===== src/rtl/imm_pkg.sv =====
`default_nettype none
// ============================================================================
// Module      : imm_pkg
// Description : Immediate-format definitions shared by the immediate extender
//               and the immediate encoder. It provides the format code enum,
//               the instruction-bit mask of each format's immediate field, and
//               one pack function per format that places immediate bits into
//               instruction bits [31:7].
// Revision    : 1.0 - initial release
// ============================================================================
package imm_pkg;

    // Format codes. Codes 0, 6 and 7 are illegal.
    typedef enum logic [2:0] {
        IMM_I = 3'd1,
        IMM_S = 3'd2,
        IMM_B = 3'd3,
        IMM_U = 3'd4,
        IMM_J = 3'd5
    } imm_src_e;

    // Instruction bits that carry immediate data, per format.
    localparam logic [31:0] C_MASK_I = 32'hFFF0_0000;
    localparam logic [31:0] C_MASK_S = 32'hFE00_0F80;
    localparam logic [31:0] C_MASK_B = 32'hFE00_0F80;
    localparam logic [31:0] C_MASK_U = 32'hFFFF_F000;
    localparam logic [31:0] C_MASK_J = 32'hFFFF_F000;

    // I: [31:20] = imm[11:0]
    function automatic logic [31:0] pack_i(input logic [31:0] imm);
        return {imm[11:0], 20'h0_0000};
    endfunction

    // S: [31:25] = imm[11:5], [11:7] = imm[4:0]
    function automatic logic [31:0] pack_s(input logic [31:0] imm);
        return {imm[11:5], 13'h0000, imm[4:0], 7'h00};
    endfunction

    // B: [31] = imm[12], [30:25] = imm[10:5], [11:8] = imm[4:1], [7] = imm[11]
    function automatic logic [31:0] pack_b(input logic [31:0] imm);
        return {imm[12], imm[10:5], 13'h0000, imm[4:1], imm[11], 7'h00};
    endfunction

    // U: [31:12] = imm[31:12]
    function automatic logic [31:0] pack_u(input logic [31:0] imm);
        return {imm[31:12], 12'h000};
    endfunction

    // J: [31] = imm[20], [30:21] = imm[10:1], [20] = imm[11], [19:12] = imm[19:12]
    function automatic logic [31:0] pack_j(input logic [31:0] imm);
        return {imm[20], imm[10:1], imm[11], imm[19:12], 12'h000};
    endfunction

    // Field mask by format code; illegal codes own no bits, so Base passes
    // through untouched.
    function automatic logic [31:0] imm_mask(input logic [2:0] src);
        case (src)
            IMM_I:   return C_MASK_I;
            IMM_S:   return C_MASK_S;
            IMM_B:   return C_MASK_B;
            IMM_U:   return C_MASK_U;
            IMM_J:   return C_MASK_J;
            default: return 32'h0000_0000;
        endcase
    endfunction

    // Packed field by format code; illegal codes produce an empty field.
    function automatic logic [31:0] imm_pack(input logic [2:0] src,
                                             input logic [31:0] imm);
        case (src)
            IMM_I:   return pack_i(imm);
            IMM_S:   return pack_s(imm);
            IMM_B:   return pack_b(imm);
            IMM_U:   return pack_u(imm);
            IMM_J:   return pack_j(imm);
            default: return 32'h0000_0000;
        endcase
    endfunction

endpackage : imm_pkg
`default_nettype wire


===== src/rtl/imm_range_check.sv =====
`default_nettype none
// ============================================================================
// Module      : imm_range_check
// Description : Combinational representability check. Reports whether an
//               immediate value can be encoded exactly in the given format.
// Ports       : ImmSrc [2:0]  in  format code (1=I 2=S 3=B 4=U 5=J)
//               ImmVal [31:0] in  immediate value
//               legal         out 1 = representable and format code legal
// Revision    : 1.0 - initial release
// ============================================================================
module imm_range_check
    import imm_pkg::*;
(
    input  logic [2:0]  ImmSrc,
    input  logic [31:0] ImmVal,
    output logic        legal
);

    // A value fits an N-bit signed field when every bit from the field's
    // sign position upward is a copy of the sign, i.e. all ones or all zeros.
    logic w_sx12;   // [31:11] uniform: 12-bit signed (I, S)
    logic w_sx13;   // [31:12] uniform: 13-bit signed (B)
    logic w_sx21;   // [31:20] uniform: 21-bit signed (J)

    assign w_sx12 = (&ImmVal[31:11]) | ~(|ImmVal[31:11]);
    assign w_sx13 = (&ImmVal[31:12]) | ~(|ImmVal[31:12]);
    assign w_sx21 = (&ImmVal[31:20]) | ~(|ImmVal[31:20]);

    always_comb begin
        legal = 1'b0;
        case (ImmSrc)
            IMM_I,
            IMM_S:   legal = w_sx12;
            // Branch and jump offsets are halfword aligned; bit 0 is not encoded.
            IMM_B:   legal = w_sx13 & ~ImmVal[0];
            IMM_U:   legal = ~(|ImmVal[11:0]);
            IMM_J:   legal = w_sx21 & ~ImmVal[0];
            default: legal = 1'b0;
        endcase
    end

endmodule : imm_range_check
`default_nettype wire


===== src/rtl/imm_encoder.sv =====
`default_nettype none
// ============================================================================
// Module      : imm_encoder
// Description : Inverse of the immediate extender. Packs a 32-bit immediate
//               into instruction bits [31:7] according to a format code,
//               merged with a caller-supplied base word, and flags values the
//               format cannot represent. Two-stage valid/ready pipeline:
//               S1 registers the request and its range check, S2 registers
//               the packed instruction.
// Ports       : CLK, RST_N          clock, asynchronous active-low reset
//               in_valid / in_ready request handshake
//               ImmSrc [2:0]        format code (1=I 2=S 3=B 4=U 5=J)
//               ImmVal [31:0]       immediate value
//               Base   [31:0]       non-immediate instruction bits
//               out_valid/out_ready result handshake
//               Instr  [31:0]       encoded instruction
//               ImmErr              immediate unrepresentable / bad format
//               ErrCnt [ERR_CNT_W]  saturating count of errored results
//                                   (only with IMM_ENC_ERRCNT_EN)
// Config      : `define IMM_ENC_ERRCNT_EN to add the ErrCnt port and counter.
// Revision    : 1.0 - initial release
// ============================================================================
module imm_encoder
    import imm_pkg::*;
#(
    parameter int ERR_CNT_W = 16
)
(
    input  logic        CLK,
    input  logic        RST_N,
    input  logic        in_valid,
    output logic        in_ready,
    input  logic [2:0]  ImmSrc,
    input  logic [31:0] ImmVal,
    input  logic [31:0] Base,
    output logic        out_valid,
    input  logic        out_ready,
    output logic [31:0] Instr,
    output logic        ImmErr
`ifdef IMM_ENC_ERRCNT_EN
  , output logic [ERR_CNT_W-1:0] ErrCnt
`endif
);

    // ------------------------------------------------------------------
    // Handshake
    // ------------------------------------------------------------------
    logic        r_s1_valid;
    logic        r_s2_valid;
    logic        w_s2_load;
    logic        w_s1_load;

    // S2 can take new data when it is empty or its content leaves this
    // cycle; S1 can take new data when it is empty or drains into S2.
    // in_ready therefore depends combinationally on out_ready, which keeps
    // the pipe at full rate without a skid buffer.
    assign w_s2_load = ~r_s2_valid | out_ready;
    assign w_s1_load = ~r_s1_valid | w_s2_load;
    assign in_ready  = w_s1_load;

    // ------------------------------------------------------------------
    // Stage 1: register request and representability
    // ------------------------------------------------------------------
    logic        w_legal;
    logic        r_s1_legal;
    logic [2:0]  r_s1_src;
    logic [31:0] r_s1_imm;
    logic [31:0] r_s1_base;

    imm_range_check u_range_check (
        .ImmSrc (ImmSrc),
        .ImmVal (ImmVal),
        .legal  (w_legal)
    );

    always_ff @(posedge CLK or negedge RST_N) begin
        if (!RST_N) begin
            r_s1_valid <= 1'b0;
            r_s1_legal <= 1'b0;
            r_s1_src   <= 3'd0;
            r_s1_imm   <= 32'h0000_0000;
            r_s1_base  <= 32'h0000_0000;
        end else if (w_s1_load) begin
            r_s1_valid <= in_valid;
            // Payload only moves on an actual accept, so an idle bubble
            // does not toggle the datapath.
            if (in_valid) begin
                r_s1_legal <= w_legal;
                r_s1_src   <= ImmSrc;
                r_s1_imm   <= ImmVal;
                r_s1_base  <= Base;
            end
        end
    end

    // ------------------------------------------------------------------
    // Stage 2: pack into the base word
    // ------------------------------------------------------------------
    logic [31:0] w_mask;
    logic [31:0] w_field;
    logic [31:0] w_instr;

    // The base word's field bits are always cleared; on an error the field
    // stays all-zero rather than carrying a truncated value. Illegal format
    // codes have an empty mask, so the base passes through unchanged.
    assign w_mask  = imm_mask(r_s1_src);
    assign w_field = r_s1_legal ? imm_pack(r_s1_src, r_s1_imm) : 32'h0000_0000;
    assign w_instr = (r_s1_base & ~w_mask) | w_field;

    logic [31:0] r_instr;
    logic        r_err;

    always_ff @(posedge CLK or negedge RST_N) begin
        if (!RST_N) begin
            r_s2_valid <= 1'b0;
            r_instr    <= 32'h0000_0000;
            r_err      <= 1'b0;
        end else if (w_s2_load) begin
            r_s2_valid <= r_s1_valid;
            // Hold the last result when a bubble moves in.
            if (r_s1_valid) begin
                r_instr <= w_instr;
                r_err   <= ~r_s1_legal;
            end
        end
    end

    assign out_valid = r_s2_valid;
    assign Instr     = r_instr;
    assign ImmErr    = r_err;

    // ------------------------------------------------------------------
    // Optional rejected-request counter
    // ------------------------------------------------------------------
`ifdef IMM_ENC_ERRCNT_EN
    localparam logic [ERR_CNT_W-1:0] C_CNT_MAX = {ERR_CNT_W{1'b1}};

    logic                 w_err_fire;
    logic [ERR_CNT_W-1:0] r_err_cnt;

    // Counted on the output handshake so a stalled result counts once.
    assign w_err_fire = r_s2_valid & out_ready & r_err;

    always_ff @(posedge CLK or negedge RST_N) begin
        if (!RST_N) begin
            r_err_cnt <= '0;
        end else if (w_err_fire && (r_err_cnt != C_CNT_MAX)) begin
            r_err_cnt <= r_err_cnt + 1'b1;
        end
    end

    assign ErrCnt = r_err_cnt;
`endif

endmodule : imm_encoder
`default_nettype wire


===== config.mk =====
export PLATFORM = sky130hd
export DESIGN_NAME = imm_encoder
export DESIGN_NICKNAME = d
export VERILOG_FILES = /design/src/rtl/imm_pkg.sv /design/src/rtl/imm_range_check.sv /design/src/rtl/imm_encoder.sv
export SDC_FILE = /design/constraint.sdc
export NUM_CORES = 1
export LEC_CHECK = 0
export ABC_AREA = 1
export CORE_AREA = 2 2 112 114
export DETAILED_ROUTE_END_ITERATION = 7
export DIE_AREA = 0 0 114 116
export GPL_TIMING_DRIVEN = 0
export HOLD_SLACK_MARGIN = 0.06
export PLACE_DENSITY_LB_ADDON = 0.15
export SYNTH_ARGS = -nofsm -noshare
export SYNTH_HDL_FRONTEND = slang
export SYNTH_SLANG_ARGS = --single-unit

===== constraint.sdc =====
create_clock -name CLK -period 4 [get_ports CLK]
set_clock_uncertainty 0.15 [all_clocks]
set_input_delay 1 -clock CLK [delete_from_list [all_inputs] [get_ports CLK]]
set_output_delay 1 -clock CLK [all_outputs]
set_load 0.1 [all_outputs]

## Yosys cells after proc, flatten, opt, wreduce, memory -nomap -nowiden

Index checks and enable logic that the tools add are counted.

| word-level totals | value |
|---|---|
| flip-flop bits (word level) | 103 |
| bits of input ports | 71 |
| output and inout bits | 35 |
| word-level logic and storage cells | 52 |

| cells by class | value |
|---|---|
| equal/unequal tests | 10 |
| mux-type cells | 4 |
| bitwise logic cells | 18 |
| reduce and logical (&&, ||, !) cells | 12 |

Operator list:

| kind | number |
|---|---|
| $pmux 32 s5 | 1 |
| $pmux 32 s3 | 1 |
| $and 32x32->32 | 1 |
| $mux 32 | 1 |
| $not 32->32 | 1 |
| $or 32x32->32 | 1 |
| $reduce_or 12->1 | 2 |
| $reduce_and 21->1 | 1 |
| $reduce_or 21->1 | 1 |
| $reduce_and 20->1 | 1 |
| $reduce_or 20->1 | 1 |
| $eq 3x2->1 const B | 4 |
| $eq 3x3->1 const B | 4 |
| $reduce_and 12->1 | 1 |
| $not 1->1 | 8 |
| $eq 3x1->1 const B | 2 |
| $reduce_or 2->1 | 3 |
| $or 1x1->1 | 5 |
| $pmux 1 s4 | 1 |
| $reduce_and 2->1 | 2 |
| $and 1x1->1 | 2 |

## Logic depth before layout (Yosys ltp)

Gate-level depths: netlist of run 1.

| depth | value |
|---|---|
| depth in word-level cells | 6 |
| gate-level depth with buffers | 11 |
| gate-level depth less buffers | 11 |

## By module

A second synthesis of run 1 with hierarchy kept.

| unflattened totals | value |
|---|---|
| cells, all modules | 543 |
| area total of the unflattened synthesis | 4814.6 sq um |

Modules (own cells, without submodules):

| module | instances | cells each | area an instance (sq um) | seq. area each (sq um) |
|---|---|---|---|---|
| imm_encoder | 1 | 454 | 4436.8 | 2577.5 |
| imm_range_check | 1 | 89 | 377.9 | 0.0 |

## Worst setup path after synthesis of run 1

OpenSTA, ideal clock, no wires.

| timing path | value |
|---|---|
| path type | register to register |
| from | register r_s2_valid (netlist: out_valid) |
| to | register r_s1_base[11] |
| library setup time | 125 ps |
| data arrival time | 2983 ps |
| data required time | 3725 ps |
| setup slack | 743 ps |
| stages on the path, launching flop included | 5 |
| buffers on the path | 1 |
| clock period less this slack | 3257 ps |
| cells stage by stage | dfrtp_1 nand3_1 nand2_1 buf_2 mux2_2 |

| between the ends | value |
|---|---|
| word-level cells in the longest chain between the ends | 4 |

RTL lines:

| element | RTL line | text |
|---|---|---|
| start, declared | imm_encoder.sv:49 | `logic r_s2_valid;` |
| start signal, assigned | imm_encoder.sv:119 | `r_s2_valid <= r_s1_valid;` |
| $not 1->1 | imm_encoder.sv:57 | `assign w_s2_load = ~r_s2_valid \| out_ready;` |
| $or 1x1->1 | imm_encoder.sv:57 |  |
| $or 1x1->1 | imm_encoder.sv:58 | `assign w_s1_load = ~r_s1_valid \| w_s2_load;` |
| named net in_ready | imm_encoder.sv:32 | `output logic in_ready,` |
| $reduce_and 2->1 (no source line) | -- |  |
| end signal, assigned | imm_encoder.sv:91 | `r_s1_base <= Base;` |
| end, declared | imm_encoder.sv:68 | `logic [31:0] r_s1_base;` |

The timed path passes the listed nets, and every way through them passes these cells.
A chain may end at the register's enable or synchronous reset.

## Worst setup path in the final report of run 1

| timing path | value |
|---|---|
| from | input port out_ready |
| to | output port in_ready |

| between the ends | value |
|---|---|
| word-level cells in the longest chain between the ends | 2 |

RTL lines:

| element | RTL line | text |
|---|---|---|
| start, declared | imm_encoder.sv:37 | `input logic out_ready,` |
| $or 1x1->1 | imm_encoder.sv:57 |  |
| $or 1x1->1 | imm_encoder.sv:58 |  |
| end, declared | imm_encoder.sv:32 |  |

No other way between the ends.

==> results of run 1 <==
==> cells in the mapped netlist, drive strengths merged <==
cell    number
a21oi       36
a22oi        1
a31oi       11
buf         13
clkbuf       7
clkinv       2
dfrtp      103
ha           3
inv         55
mux2        22
nand2      143
nand3       12
nand4        5
nor2        80
nor3         3
o211ai       1
o21a         1
o21ai       48
==> worst max-delay path by stage <==
stage	startpoint	end	slack, ns	cells past startpoint
after floorplan	out_valid$_DFFE_PN0P_	r_s1_base[11]$_DFFE_PN0P_	0.74	4
after global placement	RST_N	r_s1_imm[26]$_DFFE_PN0P_	-2.09	1
after detailed placement	out_ready	in_ready	-0.09	4
after CTS	out_ready	in_ready	0.21	4
after global routing	out_ready	in_ready	0.15	4
final	out_ready	in_ready	0.22	4
==> stage by stage <==
stage,total power [uW],setup TNS [ns]
5_1_grt,4290,0
3_3_place_gp,3160,-215.01
4_1_cts,4140,0
3_5_place_dp,3180,-0.0852
6_report,4100,0
2_1_floorplan,2680,0
==> cells by family after synthesis <==
group / synth area share, %
fa+ha+maj: 0.804
buf+inv: 6.75
compound gates: 11.0
simple gates: 21.0
mux: 5.30
flops: 55.2
==> per-layer routing <==
metal  wire length (microns)  global-route usage [%]
met2                    5580                    31.5
met3                     586                    2.77
met1                    5580                    26.5
met4                     251                    7.24
met5                       0                       0
==> registers in the layout, summed over array words and instances, names as in the netlist <==
signal      cells
r_s1_legal      1
r_s1_src        3
r_s1_base      32
out_valid       1
r_s1_valid      1
Instr          32
ImmErr          1
r_s1_imm       32
==> power groups by stage <==
stage	Combinational, uW	Sequential, uW	Clock (uW)
floorplan	391	2290	0
finish	1760	1400	946
CTS	1770	1400	968
detailed placement	1770	1420	0
global route	1860	1420	1010
global placement	1750	1410	0
==> layout make-up <==
type / count / area (sq um) / share of cell area, %
clock inverters: 3 / 65.1 / 1.04
repair buffers: 106 / 1070 / 17.2
multi-input cells: 366 / 1780 / 28.4
well taps: 147 / 184 / 2.94
inverters: 57 / 218 / 3.48
plain buffers: 20 / 97.6 / 1.56
flip-flops and latches: 103 / 2580 / 41.2
clock buffers: 13 / 260 / 4.16
==> cell usage in the layout (no fill, tap or decap), types with 3 or more instances in the layout <==
master,n
nand3_1,11
inv_1,53
clkdlybuf4s50_1,103
buf_2,12
dfrtp_1,103
o21ai_0,48
nand2_1,141
clkbuf_16,9
nor2_1,78
a21oi_1,36
ha_1,3
mux2_2,22
clkbuf_1,9
a31oi_1,11
nand4_1,5
==> summary.md, run 1 <==
| Metric | Value |
|---|---|
| Non-filler instance count after layout | `815` |
| Crit path largest cell delay | `0.91 ns` |
| Total GRT Usage | `19.3%` |
| Synthesized area | `0.00467 sq mm` |
| Die height | `between 100 and 150 microns` |
| Worst slew pin tran | `a little under 1 ns` |
| Core ar. | `0.0119 sq mm` |
| CTS Sinks | `103` |
| Hold WS | `0.326 ns` |
| Post-layout util | `52.5%` |
| WP buf/inv | `3` |
| Total die area | `0.0132 sq mm` |
| First-pass GRT wire length | `20.1 mm` |
| Critical Path End Type | `output pin` |
| H-tree depth | `3` |
| Crit path max fanout | `5` |
| I/O pin count | `106` |
| Slew headroom | `34.3%` |
| Post-Route WL | `12.0 mm` |
| Clock share of power | `23.1%` |
| Combinational share of power | `between 40% and 50%` |
| Clock-pin slew on the worst setup and hold paths | `~0.060 ns` |
| Avg Cell Area, Syn | `8.56 sq um` |
| RSZ-0062 raised after global routing | `false` |
| Fin worst setup slack | `~0.22 ns` |
| Max Freq | `between 200 and 300 MHz` |
| Initial antenna violation count | `0` |
| Initial DRC count | `187` |
| Fin. max-slew vios | `0` |
| Final worst path period share | `94.5%` |
| Status | `finished clean` |
| Critical Path AT | `2.63 ns` |
| Clk buf depth | `2` |
| Worst hold path class | `flip-flop to flip-flop` |
| # rows | `40` |
| Hold Crit Depth | `1` |
| Post-Syn Instances | `546` |
| Maximum number of pins on one net before global-route repair | `65` |
| Root buffer cell | `clkbuf_16` |
| Peak VDD IR | `~220 uV` |
| P per Cell Area | `655 mW/mm^2` |
| Nets | `737` |
| Crit-path slowest cell | `dlygate4sd2_1` |
| Reg2reg path depth | `9` |
| Area share of the largest cell type after synthesis | `between 50% and 60%` |
| Post-synth cell types | `27` |
| Flop pwr share | `34.1%` |
| Synth area leader | `dfrtp_1` |
| GP Congestion | `0.891` |
| MaxCap Viol Count | `0` |
| Top post-synthesis cells by area | `dfrtp_1 55%, nand2_1 11%, nor2_1 6.3%` |
| Syn Nets | `620` |
| Register area share after synthesis | `55.2%` |
| Setup bufs post-CTS | `0` |
| Worst-Skew Late Latency | `0.34 ns` |
| Area delta synth->final | `33.9%` |
| Global route overflow | `0` |
| P_int | `~2300 uW` |
| Final hold violations | `0` |
| Psw | `1800 uW` |
| Post-Layout Inst Area | `0.00626 sq mm` |
| ANT nets after route | `0` |
| Crit Path Class | `primary input to output pin` |
| Post-CTS Resized | `1` |
| Filler instances | `roughly 1,100` |
| Flop-to-flop setup slack | `2.09 ns` |
| DR pass1 iterations | `4` |
| Vias | `3,953` |
| Residual DRC | `0` |
| Kind of start point of the critical path | `primary input` |
| Share of layout cells above drive strength 1 | `8.98%` |
| Die X-Extent | `around 110 microns` |
| R2r endpoint | `Instr[15]$_DFFE_PN0P_` |
| IO buf count | `about 110` |
| Sw frac | `about 44%` |
| Fin crit period | `3.78 ns` |
| Synth warnings | `0` |
| Placed insts | `roughly 800` |
| Synthesis-stage register bit count | `~100` |
| Final setup fails | `0` |
| Diode count | `0` |
| TritonCTS clock tree | `built` |
| Setup WS pre-CTS | `-0.0852 ns` |
| Vias per cell | `4.85` |
| DP Area | `0.00593 sq mm` |
| CTS buffer count | `9` |
| Worst R2R Start | `r_s1_src[1]$_DFFE_PN0P_` |
| Wire per inst | `14.7 microns` |
| Hold path startpoint | `r_s1_legal$_DFFE_PN0P_` |
| Final HPWL DP | `~9.3 mm` |
| Crit-path cells | `clkdlybuf4s50_1, inv_1, nand3_1, dlygate4sd2_1` |
| Min-Delay Endpoint | `ImmErr$_DFFE_PN0P_` |
| Critical Path RT | `~2.9 ns` |
| Vias in the first global route | `around 4,100` |
| Crit path max-delay family | `buffers and inverters` |
| Initial Util | `39.2%` |
| CTS Hold Buffers Added | `0` |
| Lkg Pwr | `a little under 0.003 uW` |
Power figures use the tool's default switching activity.
==> run 2: changes to the inputs <==
--- a/config.mk
+++ b/config.mk
@@ -6,6 +6,7 @@
 export NUM_CORES = 1
 export LEC_CHECK = 0
 export ABC_AREA = 1
+export CAP_MARGIN = 0
 export CORE_AREA = 2 2 112 114
 export DETAILED_ROUTE_END_ITERATION = 7
 export DIE_AREA = 0 0 114 116
==> results of run 2 <==
Same layout as run 1: the final DEF is identical, and so are final timing and power.
